### src/rtl/microwave_ctrl.sv
// Microwave control FSM: debounced panel inputs, keypad gating and
// timer, magnetron and beeper drive.
module microwave_ctrl #(
  parameter int DEBOUNCE_CYCLES = 4,
  parameter int BEEP_CYCLES     = 3,
  parameter int MAX_DIGITS      = 4
) (
  input  logic       CLK,
  input  logic       RST,
  input  logic       start_btn,
  input  logic       stop_btn,
  input  logic       clear_btn,
  input  logic       door_closed,
  input  logic       key_valid,
  input  logic       timer_done,
  output logic       key_accept,
  output logic       loadn,
  output logic       clearn,
  output logic       enable,
  output logic       mag_on,
  output logic       beep,
  output logic [2:0] state
);
  typedef enum logic [2:0] {
    IDLE  = 3'd0,
    SETUP = 3'd1,
    COOK  = 3'd2,
    PAUSE = 3'd3,
    DONE  = 3'd4
  } state_t;

  localparam int CW = (DEBOUNCE_CYCLES > 1) ? $clog2(DEBOUNCE_CYCLES) : 1;
  localparam int DW = $clog2(MAX_DIGITS + 1);
  localparam int BW = (BEEP_CYCLES > 1) ? $clog2(BEEP_CYCLES) : 1;

  logic [3:0]    raw;
  logic [3:0]    s1;
  logic [3:0]    s2;
  logic [3:0]    lvl;
  logic [2:0]    lvl_d;
  logic [2:0]    ev;
  logic [CW-1:0] cnt [4];

  assign raw = {door_closed, clear_btn, stop_btn, start_btn};

  // bit 3 is the door (level only); bits 2:0 are buttons (rising-edge events)
  always_ff @(posedge CLK) begin
    if (RST) begin
      s1    <= '0;
      s2    <= '0;
      lvl   <= '0;
      lvl_d <= '0;
      ev    <= '0;
      for (int i = 0; i < 4; i++) cnt[i] <= '0;
    end else begin
      s1    <= raw;
      s2    <= s1;
      lvl_d <= lvl[2:0];
      ev    <= lvl[2:0] & ~lvl_d;
      for (int i = 0; i < 4; i++) begin
        if (s2[i] == lvl[i]) begin
          cnt[i] <= '0;
        end else if (cnt[i] == CW'(DEBOUNCE_CYCLES - 1)) begin
          lvl[i] <= s2[i];
          cnt[i] <= '0;
        end else begin
          cnt[i] <= cnt[i] + 1'b1;
        end
      end
    end
  end

  state_t        cur;
  state_t        nxt;
  logic [DW-1:0] digits;
  logic [BW-1:0] beep_cnt;
  logic          door_ok;
  logic          start_ev;
  logic          stop_ev;
  logic          clear_ev;
  logic          clr_exit;

  assign {clear_ev, stop_ev, start_ev} = ev;
  assign door_ok = lvl[3];
  assign state   = cur;

  assign key_accept = key_valid
                   && (cur == IDLE || cur == SETUP)
                   && (digits < DW'(MAX_DIGITS));

  always_comb begin
    nxt      = cur;
    clr_exit = 1'b0;
    unique case (cur)
      IDLE: begin
        if (clear_ev) clr_exit = 1'b1;
        else if (key_accept) nxt = SETUP;
      end
      SETUP: begin
        if (clear_ev) begin
          nxt      = IDLE;
          clr_exit = 1'b1;
        end else if (start_ev && door_ok) begin
          nxt = COOK;
        end
      end
      COOK: begin
        if (timer_done) nxt = DONE;
        else if (stop_ev || !door_ok) nxt = PAUSE;
      end
      PAUSE: begin
        if (clear_ev) begin
          nxt      = IDLE;
          clr_exit = 1'b1;
        end else if (start_ev && door_ok) begin
          nxt = COOK;
        end
      end
      DONE: begin
        if (clear_ev || stop_ev || !door_ok) begin
          nxt      = IDLE;
          clr_exit = 1'b1;
        end
      end
      default: nxt = IDLE;
    endcase
  end

  // outputs are registered from nxt so they line up with state
  always_ff @(posedge CLK) begin
    if (RST) begin
      cur      <= IDLE;
      digits   <= '0;
      beep_cnt <= '0;
      loadn    <= 1'b0;
      clearn   <= 1'b0;
      enable   <= 1'b0;
      mag_on   <= 1'b0;
      beep     <= 1'b0;
    end else begin
      cur <= nxt;
      if (nxt == IDLE && (cur != IDLE || clr_exit)) digits <= '0;
      else if (key_accept) digits <= digits + 1'b1;
      loadn  <= !(nxt == IDLE || nxt == SETUP);
      enable <= (nxt == COOK);
      mag_on <= (nxt == COOK);
      clearn <= !clr_exit;
      if (nxt == DONE && cur != DONE) begin
        beep     <= 1'b1;
        beep_cnt <= BW'(BEEP_CYCLES - 1);
      end else if (nxt == DONE && beep_cnt != '0) begin
        beep     <= 1'b1;
        beep_cnt <= beep_cnt - 1'b1;
      end else begin
        beep     <= 1'b0;
        beep_cnt <= '0;
      end
    end
  end
endmodule

### config.mk
export PLATFORM = sky130hd
export DESIGN_NAME = microwave_ctrl
export DESIGN_NICKNAME = d
export VERILOG_FILES = /design/src/rtl/microwave_ctrl.sv
export SDC_FILE = /design/constraint.sdc
export NUM_CORES = 1
export LEC_CHECK = 0
export CAP_MARGIN = 30
export CORE_ASPECT_RATIO = 1.25
export CORE_MARGIN = 2
export CORE_UTILIZATION = 48
export DETAILED_ROUTE_END_ITERATION = 8
export PLACE_DENSITY = 0.73
export REMOVE_ABC_BUFFERS = 1
export SETUP_SLACK_MARGIN = 0.3
export SYNTH_ARGS = -nofsm -noshare
export SYNTH_HDL_FRONTEND = slang
export SYNTH_SLANG_ARGS = --single-unit
### constraint.sdc
create_clock -name CLK -period 1.8 [get_ports CLK]
set_clock_uncertainty 0.1 [all_clocks]
set_input_delay 0.36 -clock CLK [delete_from_list [all_inputs] [get_ports CLK]]
set_output_delay 0.36 -clock CLK [all_outputs]
set_load 0.01 [all_outputs]
# After elaboration in Yosys (flattened, before gate mapping)

Memories as Yosys holds them, arrays and structs flattened.
Cells that the tools add are included.
Widths: inputs -> output; s select.

Bitwise logic cells: 19
Reductions and logical operators: 27
Magnitude comparators: 1
Add/sub/neg operators: 6
$mul: 0
Muxes and demuxes: 73
Shifts and indexed selects: 0
Equality and inequality tests: 16
Div/mod/pow operators: 0

Operators with widths:

| kind                | number |
|---|---|
| $mux 1              | 50 |
| $mux 2              | 14 |
| $mux 3              | 7 |
| $or 1x1->1          | 12 |
| $pmux 3 s4          | 1 |
| $eq 3x2->1 const B  | 3 |
| $add 2x1->2 const B | 4 |
| $eq 2x2->1 const B  | 4 |
| $reduce_and 2->1    | 4 |
| $eq 3x1->1 const B  | 2 |
| $eq 3x3->1 const B  | 2 |
| $logic_and 1x1->1   | 6 |
| $logic_not 3->1     | 2 |
| $logic_or 1x1->1    | 6 |
| $reduce_or 3->1     | 2 |
| $not 1->1           | 5 |
| $eq 1x1->1          | 4 |
| $reduce_or 2->1     | 2 |
| $add 3x1->3 const B | 1 |
| $and 3x3->3         | 1 |
| $logic_not 1->1     | 3 |
| $lt 3x3->1 const B  | 1 |
| $ne 3x3->1 const B  | 1 |
| $not 3->3           | 1 |
| 4 further kinds     | 4 |

Output and inout bits: 9
Memories kept: 1
Bits in latches: 0
Bits in writable memories: 8
ROM bits: 0
Flip-flop bits (word level): 30

Memories:

| memory | depth | width | rd ports | clocked after memory_dff | wr ports | line | RTL |
|---|---|---|---|---|---|---|---|
| cnt    | 4     | 2     | 4        | 0                        | 4        | 42   | `logic [CW-1:0] cnt [4];` |

# Logic depth before layout (Yosys ltp)

Depth after elaboration: 11
Mapped depth: 6

# Least setup slack after synthesis

No wires, ideal clock.

Kind: reg-to-reg
Start: register cur[0], in the netlist state[0]
End: register digits[0]
Arrival: 1.537 ns
Period minus slack after synthesis: 1.722 ns
Setup slack: 0.078 ns
Data required time: 1.614 ns
Cell stages (with the launch flop): 7
Cells stage by stage: dfxtp_1 -> buf_2 -> or4b_4 -> o22a_4 -> clkinv_2 -> a21oi_2 -> a211oi_1

Word-level cells in the longest chain between the ends: 10
Elaborated cells between the ends (all ways): 24
Those cells by class: eq/ne: 4; mux: 9; reduce/logical: 11

Ends and longest elaborated chain:

| what                                                 | line   | RTL |
|---|---|---|
| start, declared                                      | 73     | `state_t cur;` |
| start signal, assigned                               | 141    | `cur <= nxt;` |
| $eq 3x1->1 / $logic_not 3->1 (equally long branches) | 88, 94 |  |
| $logic_or 1x1->1                                     | 88     | `&& (cur == IDLE \|\| cur == SETUP)` |
| $logic_and 1x1->1                                    | 88     |  |
| $logic_and 1x1->1                                    | 89     | `&& (digits < DW'(MAX_DIGITS));` |
| $mux 3                                               | 97     | `else if (key_accept) nxt = SETUP;` |
| $mux 3                                               | 96     | `if (clear_ev) clr_exit = 1'b1;` |
| $pmux 3 s4                                           | 94     | `unique case (cur)` |
| $logic_not 3->1                                      | 142    | `if (nxt == IDLE && (cur != IDLE \|\| clr_exit)) digits <= '0;` |
| $logic_and 1x1->1                                    | 142    |  |
| $reduce_or 2->1 (no line)                            | -      |  |
| end signal, assigned                                 | 143    | `else if (key_accept) digits <= digits + 1'b1;` |
| end, declared                                        | 75     | `logic [DW-1:0] digits;` |

Parallel ways exist; a longest one is shown, timed or not.
A chain may end at the register's enable or synchronous reset.

# Worst setup path after layout

Start: register cur[1], in the netlist state[1]
End: register digits[2]

The elaborated chain is that of the path after synthesis.

==> metrics.md <==
| Metric | Value |
|---|---|
| Outcome | `complete, no violations` |
| Max-cap violations | `0` |
| Synthesized area per cell | `11.0 µm²` |
| Final setup fails | `0` |
| Ant. Diodes | `0` |
| Worst min path class | `flop to flop` |
| Yosys warns | `0` |
| Root Buffer | `clkbuf_4` |
| DRC Markers | `0` |
| Hold buffers post-CTS | `0` |
| Worst-path clk slew | `0.10 ns` |
| CP max FO | `3` |
| Final non-filler cell total | `215` |
| Fin nets | `192` |
| PD cells | `731 nW/µm²` |
| Routed WL | `2.68 mm` |
| Largest net degree at the start of global routing | `28` |
| Dpl hpwl | `1.86 mm` |
| Seq/Total Area, Yosys | `56.8%` |
| Hold Crit Start | `lvl_d[0]` |
| Synth-to-Final Area Change | `32.9%` |
| Clock sink total | `38` |
| Hold Violations, Final | `0` |
| # rows | `22` |
| Port Buf Inserts | `16` |
| First-pass GRT wire length | `4.77 mm` |
| Critical path arrival | `1.82 ns` |
| Cells after synthesis | `135` |
| Cell area after synthesis | `1480 µm²` |
| Worst setup path startpoint | `state[1]` |
| P_leak | `0.845 nW` |
| Tcrit/Tclk final | `92.8%` |
| Synth Register Bits | `38` |
| Min Tclk post-route | `1.67 ns` |
| # IOs | `17` |
| Final Max Tran Viols | `0` |
| Startpoint Class | `flop` |
| Layout cells sized above 1 | `27.4%` |
| Die height | `66.1 µm` |
| Overflow after GRT | `0` |
| Worst skew pair latency | `0.33 ns` |
| WL per Instance | `12.4 µm` |
| Fillers | `240` |
| Crit path kind | `flop to flop` |
| Routability Congestion | `0.850` |
| Worst path required time | `1.95 ns` |
| Placeable Area | `2950 µm²` |
| CTS tree | `yes` |
| TritonCTS Buffers | `5` |
| Netlist cell types | `31` |
| CTS HTree Levels | `2` |
| Vias | `1074` |
| Die Width | `53.7 µm` |
| Hold Slack | `0.294 ns` |
| Vias per Instance | `5.00` |
| Storage cell area | `851 µm²` |
| Area occupied by multi-input gates | `691 µm²` |
| Antenna Violating Nets Remaining | `0` |
| 1st-pass router iterations | `4` |
| F_max | `599 MHz` |
| Gr usage total | `19.0%` |
| Reg2Reg Launch Point | `state[1]` |
| RSZ-0062 raised after global routing | `yes` |
| DR iter-0 viols | `23` |
| Vias in the first global route | `1124` |
| Die ar. | `3550 µm²` |
| Inst Count DP | `198` |
| Max clock buf depth | `2` |
| VDD IR max | `566 µV` |
| Number of antenna violations at the first check in global routing | `0` |
| Element type at the critical path end | `flop` |
| Starting Density | `50.3%` |
[flip-flops by register name (all words and copies together) (netlist names), 2 cells and up]
register and cells:
s1 4, s2 4, state 3, lvl_d 3
digits 3, lvl 4, cnt 8, ev 3
beep_cnt 2
[layer usage]
| layer | share of wire, % | GRT usage (%) | vias up |
|---|---|---|---|
| met1 | 40 | 19.3 | 508 |
| met5 | 0 | 0 | - |
| met3 | 4.2 | 7.01 | 8 |
| met2 | 53 | 33.1 | 21 |
| met4 | 2.5 | 8.65 | 0 |
| li1 | - | - | 537 |
[report_power, final]
| part | switching (mW) | internal, mW | leakage, nW |
|---|---|---|---|
| Sequential | 0.0143 | 0.893 | 0.329 |
| Combinational | 0.0573 | 0.0706 | 0.490 |
| Clock | 0.248 | 0.156 | 0.0265 |
| Total | 0.319 | 1.12 | 0.845 |
[synthesized netlist by cell type, drive strengths merged]
master	instances	area (µm²)
conb	1	3.75
nor3b	1	7.51
nand4bb	2	22.5
a211o	1	8.76
clkinv	1	5.00
or3	5	31.3
and4	1	8.76
buf	3	17.5
nand2b	1	6.26
mux2i	5	50.1
or4b	2	23.8
xnor2	5	43.8
o21a	2	15.0
o211a	1	10.0
inv	7	26.3
nor2b	16	100
o22a	1	17.5
a21oi	6	33.8
nand2	2	7.51
edfxtp	8	240
nand3	1	5.00
nor3	4	20.0
nor2	17	63.8
dfxtp	30	601
clkbuf	2	7.51
a211oi	3	22.5
ha	6	75.1
a21boi	1	7.51
[metrics by stage]
step / setup TNS (ns) / worst slack (ns) / power (mW) / util [%] / cell area (µm²)
floorplan: 0 / 0.147 / 0.979 / - / 1480
global placement: -1.38 / -0.408 / 1.03 / 59.6 / 1760
detailed placement: -1.93 / -0.459 / 1.04 / 59.6 / 1760
CTS: 0 / 0.120 / 1.45 / 65.6 / 1930
global route: 0 / 0.0692 / 1.52 / 66.8 / 1970
finish: 0 / 0.129 / 1.44 / 66.8 / 1970
[final timing paths]
kind	slack, ns	cells past startpoint	endpoint
worst min register to register	0.29	1	ev[0]
worst min-delay path	0.29	1	ev[0]
worst max-delay path	0.13	6	digits[2]
worst max register to register	0.13	6	digits[2]
[final cells by class]
| cell class | instances | share of cell area, % |
|---|---|---|
| inverters | 8 | 1.59 |
| flip-flops and latches | 38 | 43.2 |
| well taps | 36 | 2.29 |
| multi-input cells | 91 | 35.1 |
| repair buffers | 34 | 15.3 |
| clock buffers | 8 | 2.48 |
[cells by family (layout without fill, tap and decap cells)]
group	Yosys count	in the layout	share of synthesized area [%]
AO/OA/AOI/OAI	15	15	7.77
XOR/XNOR	5	5	2.96
adder cells (fa/ha/maj)	6	6	5.07
buffers and inverters	13	50	3.80
flip-flops	38	38	56.8
multiplexers	5	5	3.38
other	1	8	0.253
AND/OR/NAND/NOR	52	52	20.0
[layout by cell type (no fill, tap or decap), types with 3 or more instances in the layout]
cell type	Yosys	layout
a21oi_1	5	4
conb_1	1	8
or3_1	5	4
nor2_1	17	17
dlygate4sd2_1	0	7
buf_4	1	14
edfxtp_1	8	8
ha_1	6	6
xnor2_1	5	5
inv_1	7	6
dfxtp_1	30	26
buf_6	0	6
a211oi_2	0	3
clkbuf_4	0	5
clkbuf_1	2	3
mux2i_1	5	5
clkdlybuf4s50_1	0	4
nor2b_1	16	14
[worst max-delay path: stages (launching register included)]
cell and delay [ns]:
dfxtp_2 0.37, buf_6 0.10, or4b_4 0.48, o22a_4 0.25
clkinv_2 0.05, a21oi_2 0.05, a211oi_2 0.19
[repair_timing]
action	4_1_cts	5_1_grt
buffers inserted	9	0
gates resized for setup	41	11
pin swaps	8	3
hold endpoints to repair	0	0
endpoints found under the setup margin	18	19
Power figures use the tool's default switching activity.
